File: src/rtl/dmem_arbiter_pkg.sv
// Shared types for the data-memory arbiter: registered owner state and requester IDs.
package dmem_arbiter_pkg;

    typedef enum logic [1:0] {
        ST_IDLE = 2'd0,
        ST_CORE = 2'd1,
        ST_DBG  = 2'd2
    } state_t;

    typedef enum logic {
        OWN_CORE = 1'b0,
        OWN_DBG  = 1'b1
    } owner_t;

    function automatic state_t owner_state(input owner_t own);
        return (own == OWN_DBG) ? ST_DBG : ST_CORE;
    endfunction

endpackage

File: src/rtl/arb_burst_ctr.sv
// Saturating run-length counter for consecutive grants to the same owner.
module arb_burst_ctr #(
    parameter int MAX_BURST = 4
) (
    input  logic clk,
    input  logic reset,
    input  logic i_clear,
    input  logic i_load1,
    input  logic i_inc,
    output logic o_at_max
);

    localparam int               CNT_W   = $clog2(MAX_BURST + 1);
    localparam logic [CNT_W-1:0] MAX_CNT = CNT_W'(MAX_BURST);

    logic [CNT_W-1:0] r_cnt;

    // NOTE: sequential state uses non-blocking assignments so every flop samples pre-edge values.
    always_ff @(posedge clk or negedge reset) begin
        if (!reset) begin
            r_cnt <= '0;
        end else if (i_clear) begin
            r_cnt <= '0;
        end else if (i_load1) begin
            r_cnt <= CNT_W'(1);
        end else if (i_inc && (r_cnt != MAX_CNT)) begin
            r_cnt <= r_cnt + 1'b1;
        end
    end

    assign o_at_max = (r_cnt == MAX_CNT);

endmodule

File: src/rtl/dmem_arbiter.sv
// Round-robin arbiter sharing a single-port data memory between the core and a debug port,
// with combinational grant, same-cycle access and registered read return.
module dmem_arbiter
    import dmem_arbiter_pkg::*;
#(
    parameter int ADDR_W    = 5,
    parameter int DATA_W    = 32,
    parameter int MAX_BURST = 4
) (
    input  logic              clk,
    input  logic              reset,
    input  logic              core_req,
    input  logic              core_we,
    input  logic [ADDR_W-1:0] core_addr,
    input  logic [DATA_W-1:0] core_wdata,
    output logic              core_gnt,
    output logic              core_stall,
    output logic              core_rvalid,
    output logic [DATA_W-1:0] core_rdata,
    input  logic              dbg_req,
    input  logic              dbg_we,
    input  logic [ADDR_W-1:0] dbg_addr,
    input  logic [DATA_W-1:0] dbg_wdata,
    input  logic              dbg_lock,
    output logic              dbg_gnt,
    output logic              dbg_rvalid,
    output logic [DATA_W-1:0] dbg_rdata,
    output logic [ADDR_W-1:0] mem_addr,
    output logic              mem_wr_en,
    output logic [DATA_W-1:0] mem_wr_data,
    output logic              mem_rd_en,
    input  logic [DATA_W-1:0] mem_rd_data
);

    state_t            r_state;
    state_t            w_next_state;
    owner_t            r_last_win;
    logic              w_core_req;
    logic              w_dbg_req;
    logic              w_any;
    logic              w_dbg_wins;
    logic              w_lock_hold;
    logic              w_at_max;
    logic              r_core_rvalid;
    logic              r_dbg_rvalid;
    logic [DATA_W-1:0] r_core_rdata;
    logic [DATA_W-1:0] r_dbg_rdata;

    // Requests are masked while reset is low so no grant or memory strobe can escape.
    assign w_core_req  = core_req & reset;
    assign w_dbg_req   = dbg_req & reset;
    assign w_any       = w_core_req | w_dbg_req;
    assign w_lock_hold = (r_state == ST_DBG) & dbg_lock & ~w_at_max;

    always_comb begin
        w_dbg_wins = w_dbg_req;
        if (w_core_req && w_dbg_req) begin
            w_dbg_wins = w_lock_hold | (r_last_win == OWN_CORE);
        end
    end

    // NOTE: every output of this block gets a default first, so no path can infer a latch.
    always_comb begin
        w_next_state = ST_IDLE;
        core_gnt     = 1'b0;
        dbg_gnt      = 1'b0;
        mem_addr     = '0;
        mem_wr_data  = '0;
        mem_wr_en    = 1'b0;
        mem_rd_en    = 1'b0;
        if (w_any) begin
            w_next_state = owner_state(owner_t'(w_dbg_wins));
            if (w_dbg_wins) begin
                dbg_gnt     = 1'b1;
                mem_addr    = dbg_addr;
                mem_wr_data = dbg_wdata;
                mem_wr_en   = dbg_we;
                mem_rd_en   = ~dbg_we;
            end else begin
                core_gnt    = 1'b1;
                mem_addr    = core_addr;
                mem_wr_data = core_wdata;
                mem_wr_en   = core_we;
                mem_rd_en   = ~core_we;
            end
        end
    end

    always_ff @(posedge clk or negedge reset) begin
        if (!reset) begin
            r_state    <= ST_IDLE;
            r_last_win <= OWN_DBG;
        end else begin
            r_state <= w_next_state;
            if (w_any) begin
                r_last_win <= owner_t'(w_dbg_wins);
            end
        end
    end

    arb_burst_ctr #(
        .MAX_BURST (MAX_BURST)
    ) u_burst_ctr (
        .clk      (clk),
        .reset    (reset),
        .i_clear  (~w_any),
        .i_load1  (w_any & (w_next_state != r_state)),
        .i_inc    (w_any & (w_next_state == r_state)),
        .o_at_max (w_at_max)
    );

    // NOTE: read-data registers are reset too, so a reset leaves no stale word visible to either side.
    always_ff @(posedge clk or negedge reset) begin
        if (!reset) begin
            r_core_rvalid <= 1'b0;
            r_core_rdata  <= '0;
            r_dbg_rvalid  <= 1'b0;
            r_dbg_rdata   <= '0;
        end else begin
            r_core_rvalid <= core_gnt & ~core_we;
            r_dbg_rvalid  <= dbg_gnt & ~dbg_we;
            if (core_gnt && !core_we) begin
                r_core_rdata <= mem_rd_data;
            end
            if (dbg_gnt && !dbg_we) begin
                r_dbg_rdata <= mem_rd_data;
            end
        end
    end

    assign core_stall  = w_core_req & ~core_gnt;
    assign core_rvalid = r_core_rvalid;
    assign core_rdata  = r_core_rdata;
    assign dbg_rvalid  = r_dbg_rvalid;
    assign dbg_rdata   = r_dbg_rdata;

endmodule

File: config.mk
export PLATFORM = sky130hd
export DESIGN_NAME = dmem_arbiter
export DESIGN_NICKNAME = d
export VERILOG_FILES = /design/src/rtl/dmem_arbiter_pkg.sv /design/src/rtl/arb_burst_ctr.sv /design/src/rtl/dmem_arbiter.sv
export SDC_FILE = /design/constraint.sdc
export NUM_CORES = 1
export LEC_CHECK = 0
export ABC_CLOCK_PERIOD_IN_PS = 2600
export CORE_MARGIN = 4
export CORE_UTILIZATION = 36
export CTS_BUF_LIST = sky130_fd_sc_hd__clkbuf_16
export DETAILED_ROUTE_END_ITERATION = 16
export GPL_ROUTABILITY_DRIVEN = 0
export PLACE_DENSITY = 0.8
export SLEW_MARGIN = 20
export SYNTH_ARGS = -nofsm -noshare
export SYNTH_HDL_FRONTEND = slang
export SYNTH_SLANG_ARGS = --single-unit
File: constraint.sdc
create_clock -name clk -period 2.6 [get_ports clk]
set_input_delay 0.26 -clock clk [delete_from_list [all_inputs] [get_ports clk]]
set_output_delay 0.26 -clock clk [all_outputs]
set_load 0.02 [all_outputs]
==> summary.txt, run 1 <==
Job
  • Maxcap violations: 0

Power and ir drop
  • Psw: 1.28 mW
  • Sw Share: 29.5%
  • Peak VDD IR: 0.473 mV
  • Internal cell power: 3.07 mW
  • Register share of total power: 34.6%
  • Clock power share: 29.1%
  • Leakage power: 2.46 nW
  • Gate power share: 36.4%
  • PwrDens: 741 nW/um2

Timing
  • Period Utilization, post-route: 96.7%
  • Clock Skews: 7.91 ps
  • Worst slew pin tran: 825 ps
  • Number of setup violations in the final report: 0
  • Worst rel slew slack: 45.0%
  • Min Tclk post-route: 2510 ps
  • Final worst setup slack: 85.3 ps
  • Achievable frequency: 0.398 GHz
  • RSZ-0062 raised after global routing: true
  • Max-slew violations: 0
  • Final Hold Violating Endpoints: 0
  • Setup TNS: 0 ps
  • Worst hold slack: 209 ps

Drt
  • Drt total wl: 10.5 mm
  • Remaining antenna violation count after routing: 0
  • Residual DRC count: 0
  • Pre-Repair DR Iteration Count: 4
  • DR WL/cell: 18.4 um
  • DR vias/cell: 4.91
  • Vias: 2788
  • Number of DRC markers in iteration 0: 49

Min path
  • HP Class: input port to asynchronous set/reset pin

Setup path
  • Startpoint Class: flop
  • Max incr delay on CP: 360 ps
  • CP top delay family: buffers and inverters
  • Crit path cell chain: inv_1, ha_1, and2_2, o211a_4, nor2_4, clkbuf_16, a22o_1, clkdlybuf4s15_2
  • Critical path class: flop to primary output
  • Crit path max fanout: 17
  • CP max stage cell: dfrtp_1
  • Buffer and inverter count on the worst path: 3
  • Setup crit end kind: primary output
  • CP Data Required Time: 2340 ps
  • Data arrival time of the worst path: 2250 ps

Clocking
  • CTS tree: built
  • Clock Tree Buf Depth: 2
  • H-tree levels: 3
  • Clock tree sinks: 72
  • CTS Buf Count: 9
  • Clk Latency, worst-skew pair: 320 ps
  • Clk slew on worst S/H paths: 50 ps
  • Clock root cell: clkbuf_16

Global route
  • Largest net degree at the start of global routing: 67
  • Total GRT Usage: 18.6%
  • Number of global-route vias before repair: 2946
  • First-pass GRT wire length: 15.3 mm
  • Global route overflow: 0
  • Initial antenna violation count: 0

Logic synthesis
  • Post-synth top area share: 54.8%
  • Cell count after synthesis: 225
  • Syn Nets: 340
  • EDFF count, synth: 0
  • Ys async rst share: 100%
  • Synth warnings: 0
  • Area leader, netlist: dfrtp_1
  • Synth Flop Type: dfrtp_1
  • Mean area per synthesized cell: 14.4 um2
  • Synthesized flop and latch total: 72
  • Unique masters post-synth: 33
  • Cell Area, Synth: 3240 um2
  • Top cells by area, synth: dfrtp_1 (55%), mux2_2 (22%), a22o_1 (10%)
  • Seq/Total Area, Yosys: 55.7%

Run status
  • Status: finished clean

Place
  • Placed Area: 5560 um2
  • Detailed placer's ending HPWL: 8.09 mm
  • Port bufs: 220
  • DP Worst Slack: -15.9 ps
  • # placed instances: 548

Cells and area
  • Commonest non-fill, non-tap cells in the layout: clkdlybuf4s50_1 (178), dfrtp_1 (71), mux2_2 (62)
  • Post-route cell area: 5870 um2
  • Multi-input logic area: 1330 um2
  • Fillers: 683
  • Commonest non-fill, non-tap cell in the layout: clkdlybuf4s50_1
  • Area delta synth->final: 81.3%
  • Register area: 1800 um2
  • Layout Cells excl Fill: 568
  • Layout cells sized above 1: 28.9%
  • N_diodes: 0
  • Final nets: 572

Die
  • Initial core utilization: 37.1%
  • Io pins: 221
  • Die H: 103 um
  • Die width: 103 um
  • Core area: 8720 um2
  • Std cell rows: 34
  • Die area: 10600 um2
[synthesized netlist by cell type, types with 4 or more instances]
cell type,count
inv_1,4
a22o_1,37
dfrtp_1,71
buf_2,4
a21oi_1,4
buf_6,7
mux2_2,62
[worst paths after layout]
kind	from	end	slack (ps)	cells after the start
worst max-delay path	u_burst_ctr.r_cnt[1]$_DFFE_PN0P_	mem_addr[4]	90	8
min in group clk	reset	u_burst_ctr.r_cnt[0]$_DFFE_PN0P_	410	3
worst max register to register	u_burst_ctr.r_cnt[1]$_DFFE_PN0P_	dbg_rdata[0]$_DFFE_PN0P_	380	8
worst min-delay path	reset	core_rdata[11]$_DFFE_PN0P_	210	2
worst min register to register	dbg_rdata[23]$_DFFE_PN0P_	dbg_rdata[23]$_DFFE_PN0P_	490	1
max in group asynchronous	reset	dbg_rdata[8]$_DFFE_PN0P_	1830	2
[logic make-up after synthesis]
| kind of cell | after synthesis | share of synthesized area (%) |
|---|---|---|
| flops | 72 | 55.7 |
| mux | 65 | 22.6 |
| compound gates | 52 | 13.8 |
| buf+inv | 19 | 4.21 |
| simple gates | 14 | 2.78 |
| fa+ha+maj | 2 | 0.772 |
| xor+xnor | 1 | 0.270 |
[area by class of cell]
class / count / share of cell area, %
Clock inverter: 5 / 1.43
Timing Repair Buffer: 236 / 38.9
Multi-Input combinational cell: 134 / 22.6
Sequential cell: 72 / 30.7
Clock buffer: 9 / 3.84
Inverter: 4 / 0.256
Tap cell: 108 / 2.30
[power by group through the flow]
stage / clock network, mW / logic (mW) / registers [mW]
final: 1.26 / 1.58 / 1.50
after global routing: 1.35 / 1.67 / 1.54
after CTS: 1.30 / 1.60 / 1.51
after detailed placement: 0 / 1.61 / 1.53
after global placement: 0 / 1.58 / 1.51
after floorplan: 0 / 0.400 / 1.83
[layer usage]
layer  track usage (%)  vias up  wire length (um)
li1                  -     1305                 -
met1              23.0     1384              4160
met2              31.4       91              5350
met3              7.24        8               859
met4              3.69        0                91
met5                 0        -                 0
[what timing repair did]
action	in CTS	in global routing
hold endpoints to repair	5	0
cloned	0	1
hold buffers	2	0
pin swaps	1	0
gates resized for setup	90	27
endpoints found under the setup margin	41	39
buffers inserted	1	2
[worst register-to-register path, cell delays in order (launching register included)]
cell and delay [ps]:
dfrtp_1 360, inv_1 50, ha_1 190, and2_2 240, o211a_4 290, buf_4 140
nor3_4 130, buf_4 320, mux2_2 380
[state kept, by name (all words and copies together) (netlist names)]
| register | cells |
|---|---|
| r_state | 2 |
| core_rvalid | 1 |
| dbg_rdata | 32 |
| dbg_rvalid | 1 |
| core_rdata | 32 |
| r_last_win | 1 |
| u_burst_ctr.r_cnt | 3 |
[stage by stage]
stage | utilization (%) | power [mW]
after detailed placement | 63.7 | 3.13
after CTS | 67.7 | 4.41
after global routing | 67.3 | 4.55
after floorplan | - | 2.23
final | 67.3 | 4.35
after global placement | 63.7 | 3.09
(Power assumes the default switching activity.)
==> run 2: changes to the inputs <==
CAP_MARGIN = 10   (was default)
CORE_UTILIZATION = 37   (was 36)
CTS_BUF_LIST = sky130_fd_sc_hd__clkbuf_8   (was sky130_fd_sc_hd__clkbuf_16)
PLACE_DENSITY = default   (was 0.8)
PLACE_DENSITY_LB_ADDON = 0.1   (was default)
==> run 2 against run 1 <==
  * Setup slack improved by 64 ps
  * Global-route usage increased by 1.7 points
  * Critical endpoint is now mem_wr_data[4]
  * Count of clock-buffer cells in the layout unchanged
  * Non-clock buffer count increased by 5
  * Highest routed layer unchanged
  * Largest power group unchanged
  * Sequential cell count unchanged
==> summary.txt, run 2 (synthesized netlist as in run 1, its figures left out) <==
Run status
  • Status: finished clean

Cells and area
  • Fillers: 644
  • Area delta synth->final: 77.9%
  • Final Core Density: 68.8%
  • Commonest non-fill, non-tap cell in the layout: clkdlybuf4s50_1
  • Layout Cells excl Fill: 572
  • Post-route cell area: 5760 um2
  • N_diodes: 0
  • Layout cells sized above 1: 30.6%
  • Final nets: 577
  • Commonest non-fill, non-tap cells in the layout: clkdlybuf4s50_1 (177), dfrtp_1 (71), mux2_2 (62)

Clocking
  • CTS Buf Count: 9
  • Clock Tree Buf Depth: 2
  • CTS tree: built
  • Clk Latency, worst-skew pair: 350 ps
  • Clock tree sinks: 72
  • Clk slew on worst S/H paths: 80 ps
  • H-tree levels: 3
  • Clock root cell: clkbuf_8

Min path
  • HP Class: input port to asynchronous set/reset pin

Global route
  • Largest net degree at the start of global routing: 72
  • Met2 Resource Use GR: 33.4%
  • Number of global-route vias before repair: 2955
  • GR Util met3: 10.1%
  • Total GRT Usage: 20.3%
  • First-pass GRT wire length: 16.0 mm
  • Global route overflow: 0
  • GRT Max-Usage Layer: met2
  • Initial antenna violation count: 0
  • Met1 Resource Use GR: 23.9%

Drt
  • Number of DRC markers in iteration 0: 78
  • Residual DRC count: 0
  • Pre-Repair DR Iteration Count: 4
  • Vias: 2819
  • Remaining antenna violation count after routing: 0
  • Drt total wl: 10.9 mm
  • DR vias/cell: 4.93
  • DR WL/cell: 19.0 um

Power and ir drop
  • Leakage power: 2.52 nW
  • PwrDens: 723 nW/um2
  • Internal cell power: 2.88 mW
  • Gate power share: 37.8%
  • Clock power share: 26.2%
  • Register share of total power: 36.0%
  • Peak VDD IR: 0.534 mV
  • Psw: 1.29 mW
  • Sw Share: 31.0%

Die
  • Io pins: 221
  • Initial core utilization: 38.6%
  • Die H: 102 um
  • Std cell rows: 33
  • Die width: 102 um
  • Core area: 8380 um2
  • Die area: 10300 um2

Setup path
  • Setup crit end kind: primary output
  • Data arrival time of the worst path: 2190 ps
  • Crit path max fanout: 5
  • Worst reg-to-reg setup slack: 450 ps
  • R2R Path Start: u_burst_ctr.r_cnt[0]$_DFFE_PN0P_
  • CP Data Required Time: 2340 ps
  • Startpoint Class: flop
  • FF-to-FF End: dbg_rdata[24]$_DFFE_PN0P_
  • Critical path class: flop to primary output
  • Reg2reg path depth: 8

Timing
  • Min Tclk post-route: 2450 ps
  • Max-slew violations: 0
  • Period Utilization, post-route: 94.3%
  • Worst rel slew slack: 41.9%
  • Number of setup violations in the final report: 0
  • RSZ-0062 raised after global routing: false
  • Achievable frequency: 0.408 GHz
  • Worst hold slack: 494 ps
  • Final Hold Violating Endpoints: 0
  • Setup TNS: 0 ps
  • Worst slew pin tran: 872 ps
  • Clock Skews: 11.4 ps

Place
  • # placed instances: 545
  • Detailed placer's ending HPWL: 8.10 mm
  • Placed Area: 5550 um2
  • Port bufs: 220

Job
  • Maxcap violations: 0
==> run 2: cell count changes in the layout (fill, tap and decap cells not counted), sizes merged, moves of 2 or more <==
cell and change:
buf +18, inv +2, clkdlybuf4s15 -16, dlymetal6s2s +2, clkbuf +4, clkinvlp -2
==> run 2: cell type report <==
class	count	area [um2]	share of cell area (%)
Clock buffer	9	124	2.15
Timing Repair Buffer	241	2250	39.1
Clock inverter	7	125	2.17
Sequential cell	72	1800	31.3
Tap cell	105	131	2.28
Multi-Input combinational cell	134	1310	22.8
Inverter	4	15.0	0.261
==> run 2: power by group through the flow <==
stage,Sequential (mW),Combinational (mW),Clock (mW)
floorplan,1.83,0.400,0
global placement,1.51,1.59,0
detailed placement,1.53,1.61,0
CTS,1.51,1.60,1.13
global route,1.54,1.67,1.18
finish,1.50,1.58,1.09
==> run 2: critical path: stages (launching register included) <==
cell      delay, ps
dfrtp_1         390
inv_1            60
ha_1            140
and2_4          180
o211a_1         230
nor2_4           60
buf_4           150
buf_4           130
buf_6           120
a22o_1          220
clkbuf_2        150
==> run 2: repair_timing <==
| item | CTS | global route |
|---|---|---|
| setup buffers | 2 | 5 |
| hold endpoints to repair | 1 | 0 |
| endpoints found under the setup margin | 42 | 39 |
| resized for setup | 80 | 57 |
| cloned | 1 | 2 |
| hold buffers | 1 | 0 |
| pin swaps | 1 | 0 |
==> run 2: worst max-delay path by stage <==
stage	start	slack, ps	cells past startpoint	endpoint
after floorplan	u_burst_ctr.r_cnt[0]$_DFFE_PN0P_	490	8	mem_wr_data[12]
after global placement	dbg_lock	70	7	mem_addr[3]
after detailed placement	dbg_lock	1	7	mem_addr[3]
after CTS	u_burst_ctr.r_cnt[1]$_DFFE_PN0P_	1	7	core_gnt
after global routing	u_burst_ctr.r_cnt[0]$_DFFE_PN0P_	10	10	mem_wr_data[4]
final	u_burst_ctr.r_cnt[0]$_DFFE_PN0P_	150	10	mem_wr_data[4]
==> run 2: per-stage QoR <==
| step | power (mW) | setup slack (ps) |
|---|---|---|
| 2_1_floorplan | 2.23 | 490 |
| 3_3_place_gp | 3.10 | 73.1 |
| 3_5_place_dp | 3.13 | 1.46 |
| 4_1_cts | 4.24 | 1.38 |
| 5_1_grt | 4.39 | 13.6 |
| 6_report | 4.17 | 149 |
==> run 2: layer usage <==
| metal | up-vias | routed length, um | share of wire, % |
|---|---|---|---|
| met5 | - | 0 | 0 |
| met4 | 0 | 91 | 0.84 |
| met3 | 10 | 1120 | 10 |
| met2 | 112 | 5570 | 51 |
| met1 | 1380 | 4080 | 38 |
| li1 | 1317 | - | - |
